`config.mk`:
```
export PLATFORM = sky130hd
export DESIGN_NAME = spi_time_tx_flat
export DESIGN_NICKNAME = d
export VERILOG_FILES = /design/src/rtl/radclk_pkg.sv /design/src/rtl/spi_time_tx_if.sv /design/src/rtl/spi_time_tx_clkgen.sv /design/src/rtl/spi_time_tx.sv /design/src/flat_wrapper.sv
export SDC_FILE = /design/constraint.sdc
export NUM_CORES = 1
export LEC_CHECK = 0
export BUFFER_PORTS_ARGS = -buffer_cell sky130_fd_sc_hd__buf_4
export CELL_PAD_IN_SITES_DETAIL_PLACEMENT = 1
export CELL_PAD_IN_SITES_GLOBAL_PLACEMENT = 1
export CORE_UTILIZATION = 42
export DETAILED_ROUTE_END_ITERATION = 7
export PLACE_DENSITY_LB_ADDON = 0.08
export SETUP_SLACK_MARGIN = 0.2
export SYNTH_ARGS = -nofsm -noshare
export SYNTH_HDL_FRONTEND = slang
export SYNTH_SLANG_ARGS = --single-unit
```
`constraint.sdc`:
```
create_clock -name clk -period 1.7 [get_ports clk]
set_input_delay 0.17 -clock clk [delete_from_list [all_inputs] [get_ports clk]]
set_output_delay 0.17 -clock clk [all_outputs]
set_load 0.1 [all_outputs]
```
`src/rtl/radclk_pkg.sv`:
```
// Constants and types shared by the time-frame SPI transmitter and its receiver.
// SPI_TIME_TX_PARITY_EN appends an even-parity bit to the frame.
package radclk_pkg;

  localparam int HOUR_W  = 5;
  localparam int MIN_W   = 6;
  localparam int SEC_W   = 6;
  localparam int MON_W   = 4;
  localparam int DAY_W   = 5;
  localparam int YEAR_W  = 6;
  localparam logic HEADER = 1'b1;
  localparam int FRAME_W = 33;

`ifdef SPI_TIME_TX_PARITY_EN
  localparam int FRAME_N = FRAME_W + 1;

  function automatic logic even_parity(input logic [FRAME_W-1:0] bits);
    return ^bits;
  endfunction
`else
  localparam int FRAME_N = FRAME_W;
`endif

  // Bit index must hold FRAME_N itself, hence the +1.
  localparam int CNT_W = $clog2(FRAME_N + 1);

  typedef enum logic [1:0] {
    IDLE   = 2'd0,
    SHIFT  = 2'd1,
    FINISH = 2'd2
  } state_t;

endpackage

```
`src/rtl/spi_time_tx_if.sv`:
```
// Request/field/SPI bundle between a time source (master) and spi_time_tx (slave).
interface spi_time_tx_if
  import radclk_pkg::*;
();

  logic              start;
  logic [HOUR_W-1:0] hour;
  logic [MIN_W-1:0]  minute;
  logic [SEC_W-1:0]  second;
  logic [MON_W-1:0]  month;
  logic [DAY_W-1:0]  day;
  logic [YEAR_W-1:0] year;
  logic              sclk;
  logic              sdo;
  logic              cs_b;
  logic              busy;
  logic              done;

  modport master (
    output start, hour, minute, second, month, day, year,
    input  sclk, sdo, cs_b, busy, done
  );

  modport slave (
    input  start, hour, minute, second, month, day, year,
    output sclk, sdo, cs_b, busy, done
  );

endinterface

```
`src/rtl/spi_time_tx_clkgen.sv`:
```
// SPI clock generator: CLKDIV-cycle low and high phases while enabled,
// with strobes marking the last cycle of each phase.
module spi_clkgen #(
  parameter logic [9:0] CLKDIV = 10'd4
) (
  input  logic clk,
  input  logic reset_b,
  input  logic enable,
  output logic sclk,
  output logic low_end,
  output logic high_end
);

  logic [9:0] phase_cnt_r;
  logic       sclk_r;
  logic       phase_last_s;

  // Phase-end decode; strobes are only meaningful while enabled
  always_comb begin
    phase_last_s = (phase_cnt_r == (CLKDIV - 10'd1));
    low_end      = enable && phase_last_s && !sclk_r;
    high_end     = enable && phase_last_s && sclk_r;
  end

  // Phase counter and sclk; disabling parks sclk low at the start of a low phase
  always_ff @(posedge clk or negedge reset_b) begin
    if (!reset_b) begin
      phase_cnt_r <= 10'd0;
      sclk_r      <= 1'b0;
    end else if (!enable) begin
      phase_cnt_r <= 10'd0;
      sclk_r      <= 1'b0;
    end else if (phase_last_s) begin
      phase_cnt_r <= 10'd0;
      sclk_r      <= ~sclk_r;
    end else begin
      phase_cnt_r <= phase_cnt_r + 10'd1;
    end
  end

  assign sclk = sclk_r;

endmodule

```
`src/rtl/spi_time_tx.sv`:
```
// Serialises a latched time/date snapshot as one SPI frame, MSB first.
// SPI_TIME_TX_PARITY_EN appends an even-parity bit as the last frame bit.
module spi_time_tx
  import radclk_pkg::*;
#(
  parameter logic [9:0] CLKDIV = 10'd4
) (
  input logic          clk,
  input logic          reset_b,
  spi_time_tx_if.slave bus
);

  state_t             state_r;
  state_t             state_next_s;
  logic [FRAME_N-1:0] frame_s;
  logic [FRAME_N-2:0] shift_r;
  logic [CNT_W-1:0]   bit_cnt_r;
  logic               sdo_r;
  logic               cs_b_r;
  logic               busy_r;
  logic               done_r;
  logic               cs_b_next_s;
  logic               busy_next_s;
  logic               done_next_s;
  logic               sclk_s;
  logic               low_end_s;
  logic               high_end_s;
  logic               last_bit_s;

`ifdef SPI_TIME_TX_PARITY_EN
  logic [FRAME_W-1:0] body_s;
  assign body_s  = {HEADER, bus.hour, bus.minute, bus.second, bus.month, bus.day, bus.year};
  assign frame_s = {body_s, even_parity(body_s)};
`else
  assign frame_s = {HEADER, bus.hour, bus.minute, bus.second, bus.month, bus.day, bus.year};
`endif

  spi_clkgen #(
    .CLKDIV (CLKDIV)
  ) u_clkgen (
    .clk      (clk),
    .reset_b  (reset_b),
    .enable   (state_r == SHIFT),
    .sclk     (sclk_s),
    .low_end  (low_end_s),
    .high_end (high_end_s)
  );

  // The index drops mid-bit, so it already reads zero during the last high phase
  assign last_bit_s = (bit_cnt_r == CNT_W'(0));

  // Next-state logic
  always_comb begin
    state_next_s = state_r;
    case (state_r)
      IDLE: begin
        if (bus.start) begin
          state_next_s = SHIFT;
        end else begin
          state_next_s = IDLE;
        end
      end
      SHIFT: begin
        if (high_end_s && last_bit_s) begin
          state_next_s = FINISH;
        end else begin
          state_next_s = SHIFT;
        end
      end
      FINISH:  state_next_s = IDLE;
      default: state_next_s = IDLE;
    endcase
  end

  // Output decode from the upcoming state so the outputs can be registered
  always_comb begin
    cs_b_next_s = 1'b1;
    busy_next_s = 1'b0;
    done_next_s = 1'b0;
    case (state_next_s)
      SHIFT: begin
        cs_b_next_s = 1'b0;
        busy_next_s = 1'b1;
      end
      FINISH:  done_next_s = 1'b1;
      default: done_next_s = 1'b0;
    endcase
  end

  // State register and registered control outputs
  always_ff @(posedge clk or negedge reset_b) begin
    if (!reset_b) begin
      state_r <= IDLE;
      cs_b_r  <= 1'b1;
      busy_r  <= 1'b0;
      done_r  <= 1'b0;
    end else begin
      state_r <= state_next_s;
      cs_b_r  <= cs_b_next_s;
      busy_r  <= busy_next_s;
      done_r  <= done_next_s;
    end
  end

  // Shift register, serial data and bit index; sdo only moves at the start of a low phase
  always_ff @(posedge clk or negedge reset_b) begin
    if (!reset_b) begin
      shift_r   <= '0;
      sdo_r     <= 1'b0;
      bit_cnt_r <= CNT_W'(0);
    end else begin
      case (state_r)
        IDLE: begin
          if (bus.start) begin
            sdo_r     <= frame_s[FRAME_N-1];
            shift_r   <= frame_s[FRAME_N-2:0];
            bit_cnt_r <= CNT_W'(FRAME_N);
          end else begin
            sdo_r <= 1'b0;
          end
        end
        SHIFT: begin
          if (low_end_s) begin
            bit_cnt_r <= bit_cnt_r - CNT_W'(1);
          end else if (high_end_s) begin
            if (last_bit_s) begin
              sdo_r <= 1'b0;
            end else begin
              sdo_r   <= shift_r[FRAME_N-2];
              shift_r <= {shift_r[FRAME_N-3:0], 1'b0};
            end
          end else begin
            sdo_r <= sdo_r;
          end
        end
        FINISH:  sdo_r <= 1'b0;
        default: sdo_r <= 1'b0;
      endcase
    end
  end

  assign bus.sclk = sclk_s;
  assign bus.sdo  = sdo_r;
  assign bus.cs_b = cs_b_r;
  assign bus.busy = busy_r;
  assign bus.done = done_r;

endmodule

```
`src/flat_wrapper.sv`:
```
// flat-port wrapper written by rule: the top's interface ports become plain ports
module spi_time_tx_flat import radclk_pkg::*;
#(
  parameter logic [9:0] CLKDIV = 10'd4
)
  (clk, reset_b, bus_start, bus_hour, bus_minute, bus_second, bus_month, bus_day, bus_year, bus_sclk, bus_sdo, bus_cs_b, bus_busy, bus_done);
  spi_time_tx_if bus_i ();
  input logic clk;
  input logic reset_b;
  input wire logic [$bits(bus_i.start)-1:0] bus_start;
  input wire logic [$bits(bus_i.hour)-1:0] bus_hour;
  input wire logic [$bits(bus_i.minute)-1:0] bus_minute;
  input wire logic [$bits(bus_i.second)-1:0] bus_second;
  input wire logic [$bits(bus_i.month)-1:0] bus_month;
  input wire logic [$bits(bus_i.day)-1:0] bus_day;
  input wire logic [$bits(bus_i.year)-1:0] bus_year;
  output wire logic [$bits(bus_i.sclk)-1:0] bus_sclk;
  output wire logic [$bits(bus_i.sdo)-1:0] bus_sdo;
  output wire logic [$bits(bus_i.cs_b)-1:0] bus_cs_b;
  output wire logic [$bits(bus_i.busy)-1:0] bus_busy;
  output wire logic [$bits(bus_i.done)-1:0] bus_done;
  assign bus_i.start = bus_start;
  assign bus_i.hour = bus_hour;
  assign bus_i.minute = bus_minute;
  assign bus_i.second = bus_second;
  assign bus_i.month = bus_month;
  assign bus_i.day = bus_day;
  assign bus_i.year = bus_year;
  assign bus_sclk = bus_i.sclk;
  assign bus_sdo = bus_i.sdo;
  assign bus_cs_b = bus_i.cs_b;
  assign bus_busy = bus_i.busy;
  assign bus_done = bus_i.done;
  spi_time_tx #(.CLKDIV(CLKDIV)) u_core (.clk(clk), .reset_b(reset_b), .bus(bus_i));
endmodule
```
==> impl_metrics.toml, run 1 <==
[setup_path]
startpoint_type = "flip-flop"
path_buf_inv = 1
criticalPathCategory = "reg -> reg"
crit_slowest_cell = "dfrtp_1"
critPathMaxStageDelay_ns = 0.38
critPathTopFamily = "simple AND/OR/NAND/NOR gates"
cp_data_arrival_time_ns = 2.07
path_max_fanout = 8
worstSetupEndpointType = "flip-flop"
worstPathCellList = "ha_2 > nor3b_4 > and3_4 > a41o_4 > clkbuf_16 > mux2_4"
worstPathRequired_ns = 1.89

[status]
status = "complete, but fails checks"
violations = "DRC, setup timing"

[sta]
fin_setup_tns_ns = -5.25
skew_ns = 0.00537
fmax_ghz = 0.531
finalSetupViolCount = 34
setup_slack_ns = -0.182
finalCriticalPeriod_ns = 1.88
rsz0062_at_grt = "yes"
drv_slew = 0
hold_viol_final = 0
relSlewSlack = 0.760
worst_pin_slew_ns = 0.355
hold-worst-slack_ns = 0.0993
period_share = 1.11

[floorplanning]
die-area_mm2 = 0.00714
core_area_mm2 = 0.00646
fp.dieW_um = 84.5
rows = 29
start_util = 0.442
io_pins = 40
die_height_um = 84.5

[pwr]
p_seq_frac = 0.403
internal_power_w = 0.00363
swShare = 0.329
power.switching_w = 0.00178
powerDensity_mw_per_mm2 = 1440
ir_drop_mv = 0.572
p_leak_nw = 1.78
p_clk_frac = 0.135
combPwrFrac = 0.462

[detailed_routing]
drc = 3
vias = 1962
via_per_inst = 5.22
dr.pass1.iters = 7
wirelength_um = 6170
postRouteAntennaNets = 0
wl_per_cell_um = 16.4
first_iter_violations = 97

[placed_design]
dp_slack_ns = -0.138
dp_cells = 354
io_buffers = 39
hpwl_um = 4060
place_area_mm2 = 0.00342
gp_congestion = 0.719

[clocking]
clock_path_buffers = 2
cts-root-buf = "clkbuf_8"
cts_sinks = 55
clk_latency_ns = 0.30
cts_tree = "built"
clk_pin_slew_ns = 0.09
numCtsBuffers = 5
cts-htree-levels = 2

[global_route]
grt_pass1_vias = 2132
grt_pass1_wl_um = 10000
grt_use_total = 0.177
overflow = 0
antenna_found_initial = 0
grt_max_degree = 35

[logic_synthesis]
syn_avg_cell_area_um2 = 13.1
synth_seq_area_share = 0.482
syn-num-nets = 255
synthCells = 218
synthDistinctLibCells = 38
yosys_warnings = 0
synth_area_mm2 = 0.00286
synth_seq_cells = 55

[job]
cap_violations = 0

[finish]
design_area_mm2 = 0.00375
num-nets-final = 336
final_common_cell = "buf_4"
antenna_cells = 0
fin_cells = 376
syn_to_final_growth_pct = 31.3
drive_above_1_share = 0.575
layout_common_cells = "buf_4 (73), dfrtp_1 (53), mux2_2 (32), mux2_4 (29), nor2_1 (16)"
fillers = 669

[worst_hold_path]
hp-class = "in -> reg"
[synthesized netlist by cell type (all sizes together)]
cell type	number	area share
a211o	1	0.0031
a211oi	1	0.0026
a21oi	4	0.0070
a221oi	1	0.0031
a41o	1	0.0074
a41oi	2	0.0061
and2	1	0.0022
and3	4	0.011
and4	1	0.0035
buf	6	0.033
clkbuf	3	0.0039
dfrtp	54	0.47
dfstp	1	0.0092
ha	2	0.0088
inv	9	0.012
mux2	61	0.28
nand2	7	0.0092
nand2b	1	0.0022
nand3	6	0.011
nand4	2	0.0044
nand4b	1	0.0031
nor2	17	0.022
nor3	6	0.011
nor3b	4	0.012
nor4	2	0.0096
nor4b	1	0.0031
o21ai	4	0.0070
o21bai	1	0.0026
o31ai	1	0.0026
or3	3	0.0066
or4	1	0.0026
xnor2	7	0.021
xor2	2	0.0061
[routing by layer]
metal,vias up,track usage,wire (µm)
met5,-,0,0
met4,0,0.0508,97
met3,8,0.0334,149
met2,30,0.305,3160
met1,989,0.230,2770
li1,935,-,-
[state kept, by name (all words and copies together) (netlist names)]
register	cells
u_core.bus.sdo	1
u_core.bus.done	1
u_core.shift_r	32
u_core.state_r	2
u_core.u_clkgen.sclk	1
u_core.bit_cnt_r	6
u_core.u_clkgen.phase_cnt_r	10
u_core.bus.cs_b	1
u_core.bus.busy	1
[cell type report]
type,count,area [µm²],share of cell area
flip-flops and latches,55,1380,0.368
clock buffers,6,82.6,0.0220
repair buffers,83,722,0.192
inverters,9,33.8,0.00901
multi-input cells,145,1430,0.381
well taps,77,96.3,0.0257
clock inverters,1,5.00,0.00133
[worst reg2reg max path, cell delays in order, from the launching register on]
cell and delay, ns:
dfrtp_1 0.38, ha_2 0.20, nor3b_4 0.21, and3_4 0.21, a41o_4 0.29, clkbuf_16 0.19, mux2_4 0.29
[per-stage QoR]
| stage | total power [W] | util |
|---|---|---|
| final | 0.00541 | 0.581 |
| after global placement | 0.00434 | 0.530 |
| after CTS | 0.00525 | 0.556 |
| after floorplan | 0.00370 | - |
| after global routing | 0.00577 | 0.581 |
| after detailed placement | 0.00442 | 0.530 |
[worst paths after layout]
| path | start | to | slack (ns) | cells past startpoint |
|---|---|---|---|---|
| min in group asynchronous | reset_b | u_core.u_clkgen.phase_cnt_r[8] | 0.30 | 2 |
| min reg2reg | u_core.shift_r[6] | u_core.shift_r[6] | 0.52 | 1 |
| max in group asynchronous | reset_b | u_core.shift_r[0] | 0.92 | 3 |
| max reg2reg | u_core.u_clkgen.phase_cnt_r[0] | u_core.shift_r[19] | -0.18 | 6 |
| max | u_core.u_clkgen.phase_cnt_r[0] | u_core.shift_r[19] | -0.18 | 6 |
| min | bus_year[0] | u_core.shift_r[0] | 0.1 | 3 |
[power groups by stage]
stage | registers (W) | logic, W | clock network (W)
2_1_floorplan | 0.00232 | 0.00138 | 0
6_report | 0.00218 | 0.00250 | 0.000731
3_3_place_gp | 0.00217 | 0.00218 | 0
4_1_cts | 0.00217 | 0.00232 | 0.000760
5_1_grt | 0.00225 | 0.00271 | 0.000812
3_5_place_dp | 0.00218 | 0.00225 | 0
[cell families (layout without fill, tap and decap cells)]
group / Yosys count / after routing / synth area share
fa+ha+maj: 2 / 2 / 0.00876
flops: 55 / 55 / 0.482
mux: 61 / 61 / 0.279
buf+inv: 18 / 99 / 0.0486
xor+xnor: 9 / 9 / 0.0276
simple gates: 57 / 57 / 0.113
compound gates: 16 / 16 / 0.0416
[what timing repair did]
item                       4_1_cts  5_1_grt
buffers inserted                 6        6
pin swaps                        7       10
resized for setup                8       13
hold buffers                     1        0
hold endpoints to repair        20        0
cloned                           0        2
setup endpoints to repair       42       49
Power figures use the tool's default switching activity.
==> inputs of run 2 (changes only) <==
Settings changed: MAX_ROUTING_LAYER set to met4, SETUP_SLACK_MARGIN 0.2 to 0.1.
==> run 2 against run 1 <==
Compared with the run above: the flow still finishes with violations (DRC, setup timing); die area stayed put; worst setup slack better by 0.070 ns; cell count is 0.27% lower; design area is 1.1% lower; sequential power is 2% lower; critical endpoint is now u_core.shift_r[11]; via count is 1.8% lower; clock power is 24% higher; sequential share of layout area is 0.40 points higher; largest power group unchanged; maximum frequency is 3.9% higher; first-iteration DRC count is 54% lower; non-clock buffer count is 2 lower; largest cell class unchanged.
==> impl_metrics.toml, run 2 (synthesis gave the netlist of run 1 again) <==
[finish]
fillers = 666
largest_reg_flops = 32
fin_cells = 375
num-nets-final = 334
drive_above_1_share = 0.557
final_util = 0.575
design_area_mm2 = 0.00371
syn_to_final_growth_pct = 29.9
layout_common_cells = "buf_4 (70), dfrtp_1 (53), mux2_2 (32), mux2_4 (29), nor2_1 (16)"
top_register = "u_core.shift_r"
antenna_cells = 0
largestRegisters = "u_core.shift_r x32, u_core.u_clkgen.phase_cnt_r x10, u_core.bit_cnt_r x6"
final_common_cell = "buf_4"

[worst_hold_path]
hp-start = "bus_year[0]"
hp-class = "in -> reg"
holdPathStages = 3
worstHoldEndpoint = "u_core.shift_r[0]"

[floorplanning]
io_pins = 40
fp.dieW_um = 84.5
start_util = 0.442
die_height_um = 84.5
rows = 29
core_area_mm2 = 0.00646
die-area_mm2 = 0.00714

[detailed_routing]
wl_per_cell_um = 15.6
first_iter_violations = 45
wirelength_um = 5860
vias = 1927
dr.pass1.iters = 5
via_per_inst = 5.14
drc = 4
postRouteAntennaNets = 0

[setup_path]
worstSetupEndpointType = "flip-flop"
critPathTopFamily = "simple AND/OR/NAND/NOR gates"
r2r-start = "u_core.u_clkgen.phase_cnt_r[7]"
path_buf_inv = 1
worstPathCellList = "nor4_4 > and3_4 > a41o_4 > buf_12 > mux2_4"
reg2reg_to = "u_core.shift_r[11]"
critPathMaxStageDelay_ns = 0.42
cp.depth = 5
worstPathRequired_ns = 1.89
cp_data_arrival_time_ns = 2.01
ff2ff_path_depth = 5
r2r_slack_ns = -0.11
startpoint_type = "flip-flop"
criticalPathCategory = "reg -> reg"
crit_slowest_cell = "dfrtp_1"
path_max_fanout = 12

[placed_design]
gp_congestion = 0.771
hpwl_um = 4190
dp_cells = 357
io_buffers = 39
place_area_mm2 = 0.00346

[global_route]
grt_pass1_wl_um = 9960
grt_use_total = 0.181
antenna_found_initial = 0
gr-usage-met2 = 0.282
overflow = 0
use_met1 = 0.248
grt_max_degree = 31
grt_busiest_layer = "met2"
grtUsageMet3 = 0.0344
grt_pass1_vias = 2037

[sta]
hold_viol_final = 0
finalSetupViolCount = 34
period_share = 1.07
worst_pin_slew_ns = 0.428
fmax_ghz = 0.552
skew_ns = 0.0115
setup_slack_ns = -0.112
drv_slew = 0
finalCriticalPeriod_ns = 1.81
relSlewSlack = 0.715
rsz0062_at_grt = "yes"

[clocking]
clk_pin_slew_ns = 0.10
cts-root-buf = "clkbuf_8"
clk_latency_ns = 0.31
cts_tree = "built"
cts_sinks = 55
clock_path_buffers = 2
numCtsBuffers = 5
cts-htree-levels = 2

[pwr]
total_power_w = 0.00548
ir_drop_mv = 0.659
p_leak_nw = 1.76
powerDensity_mw_per_mm2 = 1480

[status]
violations = "DRC, setup timing"
status = "complete, but fails checks"

[job]
cap_violations = 0
## run 2: changes by cell type in the layout (fill, tap and decap cells not counted), moves of 2 or more
cell,previous run,this run
buf_4,73,70
and3_1,1,3
and3_4,3,1
buf_6,3,5
clkbuf_16,2,0
xnor2_1,5,7
xnor2_2,2,0
## run 2: layer usage
| metal | share of wire | wire (µm) |
|---|---|---|
| met5 | 0 | 0 |
| met4 | 0.0085 | 50 |
| met3 | 0.030 | 176 |
| met2 | 0.48 | 2840 |
| met1 | 0.48 | 2790 |
## run 2: report_power, final
part / switching, W / total, W / internal (W)
clock network: 0.000426 / 0.000903 / 0.000477
logic: 0.00101 / 0.00244 / 0.00143
registers: 0.000309 / 0.00214 / 0.00183
total: 0.00174 / 0.00548 / 0.00374
## run 2: final cells by class
cell class	count	area [µm²]	share of cell area
multi-input cells	145	1390	0.375
flip-flops and latches	55	1380	0.372
repair buffers	81	692	0.186
well taps	77	96.3	0.0260
clock buffers	6	82.6	0.0223
clock inverters	2	35.0	0.00944
inverters	9	33.8	0.00910
## run 2: worst reg2reg max path, delay by kind of cell, from the launching register on
family          cells  cell delay (ns)
simple gates        2             0.56
flops               1             0.42
buf+inv             1             0.17
mux                 1             0.31
compound gates      1             0.25
## run 2: worst max path at each step
stage	startpoint	end	slack, ns
after detailed placement	u_core.u_clkgen.phase_cnt_r[7]	u_core.shift_r[11]	-0.15
final	u_core.u_clkgen.phase_cnt_r[7]	u_core.shift_r[11]	-0.11
after global routing	u_core.u_clkgen.phase_cnt_r[0]	u_core.shift_r[11]	-0.17
after floorplan	u_core.u_clkgen.phase_cnt_r[0]	u_core.shift_r[10]	-0.15
after CTS	u_core.u_clkgen.phase_cnt_r[8]	u_core.shift_r[11]	-0.15
after global placement	u_core.u_clkgen.phase_cnt_r[7]	u_core.shift_r[19]	-0.14
## run 2: repair_timing
action / CTS / global route
endpoints found under the setup margin: 37 / 50
cloned: 0 / 0
hold buffers: 1 / 0
endpoints found under the hold margin: 28 / 0
pin swaps: 7 / 12
setup buffers: 6 / 4
resized for setup: 6 / 9
## run 2: per-stage QoR
step | hold WS (ns) | TNS (ns) | worst slack [ns]
finish | 0.0906 | -2.96 | -0.112
floorplan | -0.126 | -4.45 | -0.151
global route | 0.118 | -5.34 | -0.173
global placement | 0.136 | -4.01 | -0.138
detailed placement | 0.137 | -3.92 | -0.146
CTS | 0.0931 | -4.28 | -0.150
